### config.mk
export PLATFORM = sky130hd
export DESIGN_NAME = logic_unit_arbiter_flat
export DESIGN_NICKNAME = d
export VERILOG_FILES = /design/src/rtl/logic_unit_arbiter_if.sv /design/src/rtl/logic_unit_arbiter.sv /design/src/flat_wrapper.sv
export SDC_FILE = /design/constraint.sdc
export NUM_CORES = 1
export LEC_CHECK = 0
export CORE_ASPECT_RATIO = 0.6
export CORE_UTILIZATION = 30
export DETAILED_ROUTE_END_ITERATION = 10
export HOLD_SLACK_MARGIN = 0.03
export PLACE_DENSITY = 0.5
export SLEW_MARGIN = 20
export SYNTH_ARGS = -nofsm -noshare
export SYNTH_HDL_FRONTEND = slang
export SYNTH_SLANG_ARGS = --single-unit
### constraint.sdc
create_clock -name clk -period 2.68 [get_ports clk]
set_input_delay 0.268 -clock clk [delete_from_list [all_inputs] [get_ports clk]]
set_output_delay 0.268 -clock clk [all_outputs]
set_load 0.02 [all_outputs]
### src/rtl/logic_unit_arbiter_if.sv
// Request/response bundle between two requesters and the shared
// logic unit arbiter.
interface logic_unit_arbiter_if #(
    parameter int DATA_W = 32
);
    logic              req_valid_0;
    logic              req_ready_0;
    logic [1:0]        req_op_0;
    logic [DATA_W-1:0] req_a_0;
    logic [DATA_W-1:0] req_b_0;

    logic              req_valid_1;
    logic              req_ready_1;
    logic [1:0]        req_op_1;
    logic [DATA_W-1:0] req_a_1;
    logic [DATA_W-1:0] req_b_1;

    logic              resp_valid_0;
    logic              resp_ready_0;
    logic              resp_valid_1;
    logic              resp_ready_1;
    logic [DATA_W-1:0] resp_data;
    logic              resp_zero;

    modport master (
        output req_valid_0, req_op_0, req_a_0, req_b_0,
        output req_valid_1, req_op_1, req_a_1, req_b_1,
        input  req_ready_0, req_ready_1,
        output resp_ready_0, resp_ready_1,
        input  resp_valid_0, resp_valid_1,
        input  resp_data, resp_zero
    );

    modport slave (
        input  req_valid_0, req_op_0, req_a_0, req_b_0,
        input  req_valid_1, req_op_1, req_a_1, req_b_1,
        output req_ready_0, req_ready_1,
        input  resp_ready_0, resp_ready_1,
        output resp_valid_0, resp_valid_1,
        output resp_data, resp_zero
    );
endinterface

### src/rtl/logic_unit_arbiter.sv
// Round-robin arbiter sharing one bitwise logic unit between two
// requesters; result is held until the owning requester takes it.
module logic_unit_arbiter #(
    parameter int DATA_W = 32,
    parameter int CNT_W  = 16
) (
    input  logic                 clk,
    input  logic                 rst_n,
    logic_unit_arbiter_if.slave  bus,
    output logic                 busy,
    output logic [CNT_W-1:0]     ops_done
);
    typedef enum logic [1:0] {
        IDLE = 2'd0,
        EXEC = 2'd1,
        RESP = 2'd2
    } state_t;

    state_t            state;
    state_t            state_nxt;
    logic              last_grant;
    logic              owner;
    logic [1:0]        op_q;
    logic [DATA_W-1:0] a_q;
    logic [DATA_W-1:0] b_q;
    logic [DATA_W-1:0] res_q;
    logic              zero_q;
    logic [DATA_W-1:0] f;
    logic              gnt0;
    logic              gnt1;
    logic              rdy0;
    logic              rdy1;
    logic              rv0;
    logic              rv1;
    logic              acc;
    logic              rsp_hs;

    // Tie goes to the requester that did not win last time.
    always_comb begin
        gnt1 = bus.req_valid_1 & (~bus.req_valid_0 | ~last_grant);
        gnt0 = bus.req_valid_0 & ~gnt1;
    end

    // Next state and handshake outputs.
    always_comb begin
        state_nxt = state;
        rdy0      = 1'b0;
        rdy1      = 1'b0;
        rv0       = 1'b0;
        rv1       = 1'b0;
        acc       = 1'b0;
        rsp_hs    = 1'b0;
        unique case (state)
            IDLE: begin
                rdy0 = gnt0;
                rdy1 = gnt1;
                acc  = gnt0 | gnt1;
                if (acc) state_nxt = EXEC;
            end
            EXEC: state_nxt = RESP;
            RESP: begin
                rv0    = ~owner;
                rv1    = owner;
                rsp_hs = owner ? bus.resp_ready_1
                               : bus.resp_ready_0;
                if (rsp_hs) state_nxt = IDLE;
            end
            default: state_nxt = IDLE;
        endcase
    end

    // The logic unit itself, fed from the operation register.
    always_comb begin
        f = '0;
        unique case (op_q)
            2'b00: f = a_q & b_q;
            2'b01: f = a_q | b_q;
            2'b10: f = a_q ^ b_q;
            2'b11: f = ~(a_q | b_q);
        endcase
    end

    // State register.
    always_ff @(posedge clk or negedge rst_n) begin
        if (!rst_n) state <= IDLE;
        else        state <= state_nxt;
    end

    // Latch the granted operation and remember the winner.
    always_ff @(posedge clk or negedge rst_n) begin
        if (!rst_n) begin
            op_q       <= '0;
            a_q        <= '0;
            b_q        <= '0;
            owner      <= 1'b0;
            last_grant <= 1'b1;
        end else if (acc) begin
            op_q       <= gnt1 ? bus.req_op_1 : bus.req_op_0;
            a_q        <= gnt1 ? bus.req_a_1 : bus.req_a_0;
            b_q        <= gnt1 ? bus.req_b_1 : bus.req_b_0;
            owner      <= gnt1;
            last_grant <= gnt1;
        end
    end

    // Registered execute step; result persists after the response.
    always_ff @(posedge clk or negedge rst_n) begin
        if (!rst_n) begin
            res_q  <= '0;
            zero_q <= 1'b1;
        end else if (state == EXEC) begin
            res_q  <= f;
            zero_q <= (f == '0);
        end
    end

    // Count completed response handshakes, wrapping naturally.
    always_ff @(posedge clk or negedge rst_n) begin
        if (!rst_n)      ops_done <= '0;
        else if (rsp_hs) ops_done <= ops_done + 1'b1;
    end

    assign bus.req_ready_0  = rdy0;
    assign bus.req_ready_1  = rdy1;
    assign bus.resp_valid_0 = rv0;
    assign bus.resp_valid_1 = rv1;
    assign bus.resp_data    = res_q;
    assign bus.resp_zero    = zero_q;
    assign busy             = (state != IDLE);
endmodule

### src/flat_wrapper.sv
// flat-port wrapper written by rule: the top's interface ports become plain ports
module logic_unit_arbiter_flat 
#(
    parameter int DATA_W = 32,
    parameter int CNT_W  = 16
)
  (clk, rst_n, busy, ops_done, bus_req_valid_0, bus_req_op_0, bus_req_a_0, bus_req_b_0, bus_req_valid_1, bus_req_op_1, bus_req_a_1, bus_req_b_1, bus_req_ready_0, bus_req_ready_1, bus_resp_ready_0, bus_resp_ready_1, bus_resp_valid_0, bus_resp_valid_1, bus_resp_data, bus_resp_zero);
  logic_unit_arbiter_if #(.DATA_W(DATA_W)) bus_i ();
  input  logic clk;
  input  logic rst_n;
  output logic busy;
  output logic [CNT_W-1:0] ops_done;
  input wire logic [$bits(bus_i.req_valid_0)-1:0] bus_req_valid_0;
  input wire logic [$bits(bus_i.req_op_0)-1:0] bus_req_op_0;
  input wire logic [$bits(bus_i.req_a_0)-1:0] bus_req_a_0;
  input wire logic [$bits(bus_i.req_b_0)-1:0] bus_req_b_0;
  input wire logic [$bits(bus_i.req_valid_1)-1:0] bus_req_valid_1;
  input wire logic [$bits(bus_i.req_op_1)-1:0] bus_req_op_1;
  input wire logic [$bits(bus_i.req_a_1)-1:0] bus_req_a_1;
  input wire logic [$bits(bus_i.req_b_1)-1:0] bus_req_b_1;
  output wire logic [$bits(bus_i.req_ready_0)-1:0] bus_req_ready_0;
  output wire logic [$bits(bus_i.req_ready_1)-1:0] bus_req_ready_1;
  input wire logic [$bits(bus_i.resp_ready_0)-1:0] bus_resp_ready_0;
  input wire logic [$bits(bus_i.resp_ready_1)-1:0] bus_resp_ready_1;
  output wire logic [$bits(bus_i.resp_valid_0)-1:0] bus_resp_valid_0;
  output wire logic [$bits(bus_i.resp_valid_1)-1:0] bus_resp_valid_1;
  output wire logic [$bits(bus_i.resp_data)-1:0] bus_resp_data;
  output wire logic [$bits(bus_i.resp_zero)-1:0] bus_resp_zero;
  assign bus_i.req_valid_0 = bus_req_valid_0;
  assign bus_i.req_op_0 = bus_req_op_0;
  assign bus_i.req_a_0 = bus_req_a_0;
  assign bus_i.req_b_0 = bus_req_b_0;
  assign bus_i.req_valid_1 = bus_req_valid_1;
  assign bus_i.req_op_1 = bus_req_op_1;
  assign bus_i.req_a_1 = bus_req_a_1;
  assign bus_i.req_b_1 = bus_req_b_1;
  assign bus_req_ready_0 = bus_i.req_ready_0;
  assign bus_req_ready_1 = bus_i.req_ready_1;
  assign bus_i.resp_ready_0 = bus_resp_ready_0;
  assign bus_i.resp_ready_1 = bus_resp_ready_1;
  assign bus_resp_valid_0 = bus_i.resp_valid_0;
  assign bus_resp_valid_1 = bus_i.resp_valid_1;
  assign bus_resp_data = bus_i.resp_data;
  assign bus_resp_zero = bus_i.resp_zero;
  logic_unit_arbiter #(.DATA_W(DATA_W), .CNT_W(CNT_W)) u_core (.clk(clk), .rst_n(rst_n), .bus(bus_i), .busy(busy), .ops_done(ops_done));
endmodule
==> results of run 1 <==
-- flip-flops by register name (all words and copies together) (netlist names) --
signal,flops
u_core.owner,1
u_core.op_q,2
u_core.b_q,32
u_core.last_grant,1
u_core.bus.resp_zero,1
u_core.state,2
u_core.a_q,32
u_core.bus.resp_data,32
u_core.ops_done,16
-- layout make-up --
type | instances | area [um2]
Clock buffer | 24 | 502
Tap cell | 315 | 394
Inverter | 69 | 259
Sequential cell | 119 | 2980
Timing Repair Buffer | 205 | 2060
Multi-Input combinational cell | 555 | 3700
Fill cell | 2296 | 13200
Clock inverter | 8 | 120
-- worst register-to-register path, stage by stage (launching register included) --
cell and delay, ps:
dfrtp_2 550, buf_4 280, nor2b_1 160, o31ai_1 420, nand4_1 150, nor3_1 400
a31o_1 200
-- logic make-up after synthesis --
logic type,after synthesis
and+or+nand+nor,239
AOI/OAI and AO/OA,168
DFF,119
buffers and inverters,115
muxes,68
adders and majority gates,65
xor gates and xnor gates,15
-- power groups by stage --
stage          combinational [mW]  sequential, mW  clock [mW]
2_1_floorplan                3.06            3.41           0
3_3_place_gp                 4.98            3.39           0
3_5_place_dp                 5.02            3.41           0
4_1_cts                      5.04            3.38        2.48
5_1_grt                      5.71            3.52        2.56
6_report                     4.93            3.36        2.43
-- stage by stage --
stage	util, %	cell area (um2)	hold WS, ps
after floorplan	-	7110	-27.6
after global placement	40.5	9390	344
after detailed placement	40.5	9390	341
after CTS	43.2	10000	455
after global routing	43.2	10000	489
final	43.2	10000	435
-- path summary, 6_finish.rpt --
kind	to	slack [ps]	from
setup / recovery	bus_req_ready_0	450	u_core.state[1]
hold / removal	u_core.a_q[27]	440	rst_n
setup reg to reg	u_core.bus.resp_zero	470	u_core.op_q[0]
hold reg to reg	u_core.ops_done[15]	460	u_core.ops_done[15]
max in group asynchronous	u_core.last_grant	1420	rst_n
min in group clk	u_core.ops_done[15]	460	u_core.ops_done[15]
-- routing by layer --
metal / part of all wire, % / vias up / track usage, %
met5: 0 / - / 0
met4: 1.0 / 0 / 4.44
met3: 4.0 / 12 / 4.08
met2: 41 / 113 / 22.3
met1: 54 / 2531 / 23.3
li1: - / 2994 / -
-- cell usage in the layout, fill, tap and decap left out --
cell type	synthesis	routed
clkdlybuf4s50_1	0	190
o21ai_0	132	132
dfrtp_1	117	115
nand2_1	107	107
inv_1	69	69
mux2i_1	67	67
ha_1	65	65
nor2b_1	61	61
nor2_1	39	39
o31ai_1	31	31
clkbuf_16	0	17
nand4_1	11	11
buf_4	0	10
xnor2_1	9	9
xor2_1	6	6
nand3_1	5	5
clkbuf_8	0	5
and2_1	4	4
nand2b_1	4	3
bufinv_16	0	3
clkinv_2	0	3
buf_12	0	3
and3_1	2	2
a21o_1	2	2
nor3_1	2	2
clkinvlp_4	0	2
clkbuf_1	25	2
dfstp_2	2	2
dfrtp_2	0	2
a21boi_4	0	1
o21ai_4	0	1
nor2_2	1	1
nand2b_2	0	1
mux2_2	1	1
and2b_1	1	1
nor4_1	1	1
nor3b_1	1	1
a31o_1	1	1
dlygate4sd3_1	0	1
buf_6	0	1
==> reports/metrics.yaml, run 1 <==
critical_path:
  cp-start-kind: "register"
  crit_path_max_fanout: 3
  critical-path-top-cell-by-count: "nor2_1"
  path_depth: 5
  worstSetupEndpointType: "output port"
  slowest_delay_ps: 670
  crit_buf_inv: 2
  worstPathArrival_ps: 1960
  crit_slowest_cell: "clkdlybuf4s50_1"
  reg2regPathDepth: 6
  crit_type: "register to output port"
  required_ps: 2410
  crit_chain: "nor2_1 -> buf_4 -> nand2_1 -> nor2_1 -> clkdlybuf4s50_1"
  cp_top_family: "buffers and inverters"
timing:
  rsz0062_at_grt: "false"
  finalSetupViolCount: 0
  clock_skew_ps: 10.3
  relSlewSlack_pct: 54.0
  worst_slack_ps: 452
  period_minus_slack_ps: 2230
  finalCritPeriodShare_pct: 83.1
  fin_setup_tns_ps: 0
  max_slew.worst_pin.slew_ps: 690
  final_hold_viol_count: 0
  slew_violations: 0
  max_freq_mhz: 449
synthesis:
  synth-edff-count: 0
  synth_top_family_by_area: "simple AND/OR/NAND/NOR gates"
  synth.most_common_cell: "o21ai_0"
  synth_area_leader_cell: "dfrtp_1"
  yosysWarnings: 0
  ys_seq_elements: 119
  synth_mux_area_share_pct: 9.58
  synth-main-ff-cell: "dfrtp_1"
  synth_cell_types: 31
  yosys.area_share.simple_pct: 15.8
  synth_fa_ha_area_share_pct: 11.4
  syn_area_per_cell_um2: 9.02
  ys_seq_area_share_pct: 41.9
  synthXorXnorAreaFrac_pct: 1.85
  synth_compound_area_share_pct: 13.1
  syn-num-nets: 992
  synth_area_leaders: "dfrtp_1, ha_1, mux2i_1"
  yosysTopAreaCellShare_pct: 41.2
  synth.cell_area_um2: 7110
  syn_inst: 789
  synthArstFlopShare_pct: 100
  synth_common_cells: "o21ai_0, dfrtp_1, nand2_1"
pwr:
  seqPwrFrac_pct: 31.4
  p_total_mw: 10.7
  p_sw_share_pct: 40.7
  ir_worst_vdd_uv: 433
  p_leak_nw: 4.58
  switching_power_mw: 4.36
  power.density_nw_per_um2: 1070
  internal-power_mw: 6.36
  combPwrFrac_pct: 46.0
  pwr-share-clk_pct: 22.7
global_routing:
  grt_pass1_vias: 5477
  overflow: 0
  grt_pass1_wl_mm: 29.6
  antenna_found_initial: 0
  grt_usage_pct: 15.8
  grt_max_degree: 136
flow_run:
  drv_cap: 0
hold_path:
  min_path_type: "primary input to asynchronous set/reset pin"
route:
  via_per_inst: 4.36
  dr.pass1.iters: 4
  finalWirelength_mm: 18.0
  vias: 5650
  first_iter_violations: 239
  ant_nets: 0
  drc: 0
  wl_per_cell_um: 13.9
die:
  die_height_um: 121
  core-area_um2: 23200
  rows: 43
  die_width_um: 201
  pin_count: 192
  floorplan.initialDensity_pct: 30.7
  dieArea_um2: 24400
clocking:
  post_cts_buffers: 0
  cts.sinks: 119
  cts-hold-fix-buffers: 1
  clk_latency_ps: 430
  numCtsBuffers: 17
  clockBufferDepth: 2
  clkTransAtPathRegs_ps: 60
  cts_tree: "built"
  htree_levels: 4
  cts-resized-gates: 0
  clock_tree.root_cell: "clkbuf_16"
final_layout:
  drive_gt1_share_pct: 5.41
  instances_no_fill: 1295
  num_antenna_cells: 0
  syn_to_final_growth_pct: 40.9
  fin_nets: 1170
run_status:
  status: "finished, final reports clean"
placement:
  hpwlAfterDp_mm: 13.5
  place_ws_ps: 487
  placed_cells: 1262
  place_congestion: 0.718
  io_buffers: 191
Power figures use the tool's default switching activity.
==> inputs of run 2 (changes only) <==
==> constraint.sdc (replaced) <==
create_clock -name clk -period 2.07 [get_ports clk]
set_input_delay 0.207 -clock clk [delete_from_list [all_inputs] [get_ports clk]]
set_output_delay 0.207 -clock clk [all_outputs]
set_load 0.02 [all_outputs]
==> reports/metrics.yaml, run 2 (synthesis results as in run 1) <==
critical_path:
  path_depth: 3
  cp_top_family: "buffers and inverters"
  worstSetupEndpointType: "output port"
  worstPathArrival_ps: 1750
  slowest_delay_ps: 610
  crit_type: "register to output port"
  crit_buf_inv: 1
  required_ps: 1860
  cp-start-kind: "register"
  crit_slowest_cell: "clkdlybuf4s50_1"
  crit_path_max_fanout: 4
  crit_chain: "nand2b_1 -> nor2_1 -> clkdlybuf4s50_1"
  reg2regPathDepth: 6
global_routing:
  grt_usage_pct: 15.8
  grt_max_degree: 112
  grt_pass1_vias: 5351
  grt_pass1_wl_mm: 29.5
  antenna_found_initial: 0
  overflow: 0
flow_run:
  drv_cap: 0
timing:
  finalCritPeriodShare_pct: 94.7
  period_minus_slack_ps: 1960
  max_slew.worst_pin.slew_ps: 579
  relSlewSlack_pct: 61.4
  finalSetupViolCount: 0
  slew_violations: 0
  final_hold_viol_count: 0
  clock_skew_ps: 6.18
  rsz0062_at_grt: "false"
  fin_setup_tns_ps: 0
  max_freq_mhz: 510
pwr:
  p_leak_nw: 4.68
  p_total_mw: 14.3
  power.density_nw_per_um2: 1400
  ir_worst_vdd_uv: 604
final_layout:
  num_antenna_cells: 0
  register_area_um2: 2980
  finish.utilization_pct: 44.1
  syn_to_final_growth_pct: 43.8
  fin_nets: 1187
  drive_gt1_share_pct: 8.22
  num-fill-cells: 2258
  layout_commonest_cell: "clkdlybuf4s50_1"
  final_cell_mix: "clkdlybuf4s50_1, o21ai_0, dfrtp_1, nand2_1, inv_1"
  post-route-cell-area_um2: 10200
  multi_input_area_um2: 3750
clocking:
  numCtsBuffers: 17
  cts_tree: "built"
  clock_tree.root_cell: "clkbuf_16"
  clk_latency_ps: 420
  post_cts_buffers: 0
  htree_levels: 4
  clkTransAtPathRegs_ps: 60
  clockBufferDepth: 2
  cts.sinks: 119
route:
  vias: 5739
  via_per_inst: 4.37
  first_iter_violations: 191
  ant_nets: 0
  finalWirelength_mm: 18.4
  wl_per_cell_um: 14.0
  dr.pass1.iters: 4
  drc: 0
die:
  floorplan.initialDensity_pct: 30.7
  die_width_um: 201
  pin_count: 192
  rows: 43
  die_height_um: 121
  dieArea_um2: 24400
  core-area_um2: 23200
placement:
  io_buffers: 191
  hpwlAfterDp_mm: 14.2
  place_congestion: 0.726
  placed_cell_area_um2: 9550
hold_path:
  min_path_type: "primary input to asynchronous set/reset pin"
run_status:
  status: "finished, final reports clean"
run 2: cell count changes in the layout (fill, tap and decap cells not counted), sizes merged:
cell           previous run  this run
clkbuf                   24        17
clkinv                    3         4
clkdlybuf4s50           190       188
clkinvlp                  2         5
buf                      14        32
inv                      69        71
dlygate4sd2               0         1
bufinv                    3         4
run 2: cell type report:
type,count,area share [%]
clock buffer,17,4.16
clock inverter,15,1.98
inverter,69,2.53
multi-input combinational,555,36.6
sequential,119,29.2
tap,315,3.85
timing repair buffer,222,21.7
run 2: worst reg2reg max path: cells and delay by family (launching register included):
kind	cells	cell delay, ps
flops	1	490
buf+inv	1	200
simple gates	3	700
compound gates	2	490
run 2: report_power, final:
part           leakage, nW  switching (mW)  internal, mW  total [mW]
sequential            1.48           0.892          3.38        4.27
clock                0.292            1.16          2.02        3.18
combinational         2.90            3.78          3.10        6.88
run 2: per-stage QoR:
stage / setup WS, ps / std cells / hold WS [ps]
6_report: 109 / 1312 / 341
5_1_grt: 3.08 / 1312 / 396
4_1_cts: 46.3 / 1312 / 354
3_5_place_dp: -14.1 / 1279 / 231
3_3_place_gp: -4.09 / 1279 / 231
2_1_floorplan: 449 / 789 / -88.6
run 2: layer usage:
layer	vias up	track usage (%)	part of all wire [%]
li1	3029	-	-
met1	2580	23.4	55
met2	119	22.1	40
met3	11	4.51	4.3
met4	0	4.20	0.86
met5	-	0	0
run 2: path summary, 6_finish.rpt:
check	startpoint	slack (ps)	endpoint
hold / removal	rst_n	340	u_core.bus.resp_data[28]
max in group asynchronous	rst_n	1030	u_core.bus.resp_zero
min in group clk	bus_req_a_0[21]	410	u_core.a_q[21]
hold reg to reg	u_core.ops_done[15]	460	u_core.ops_done[15]
setup reg to reg	u_core.op_q[0]	130	u_core.bus.resp_zero
setup / recovery	u_core.state[0]	110	bus_resp_valid_1
run 2: what timing repair did:
item | CTS | global route
endpoints found under the setup margin | 3 | 1
hold buffers | 1 | 0
resized for setup | 7 | 5
hold endpoints to repair | 51 | 0
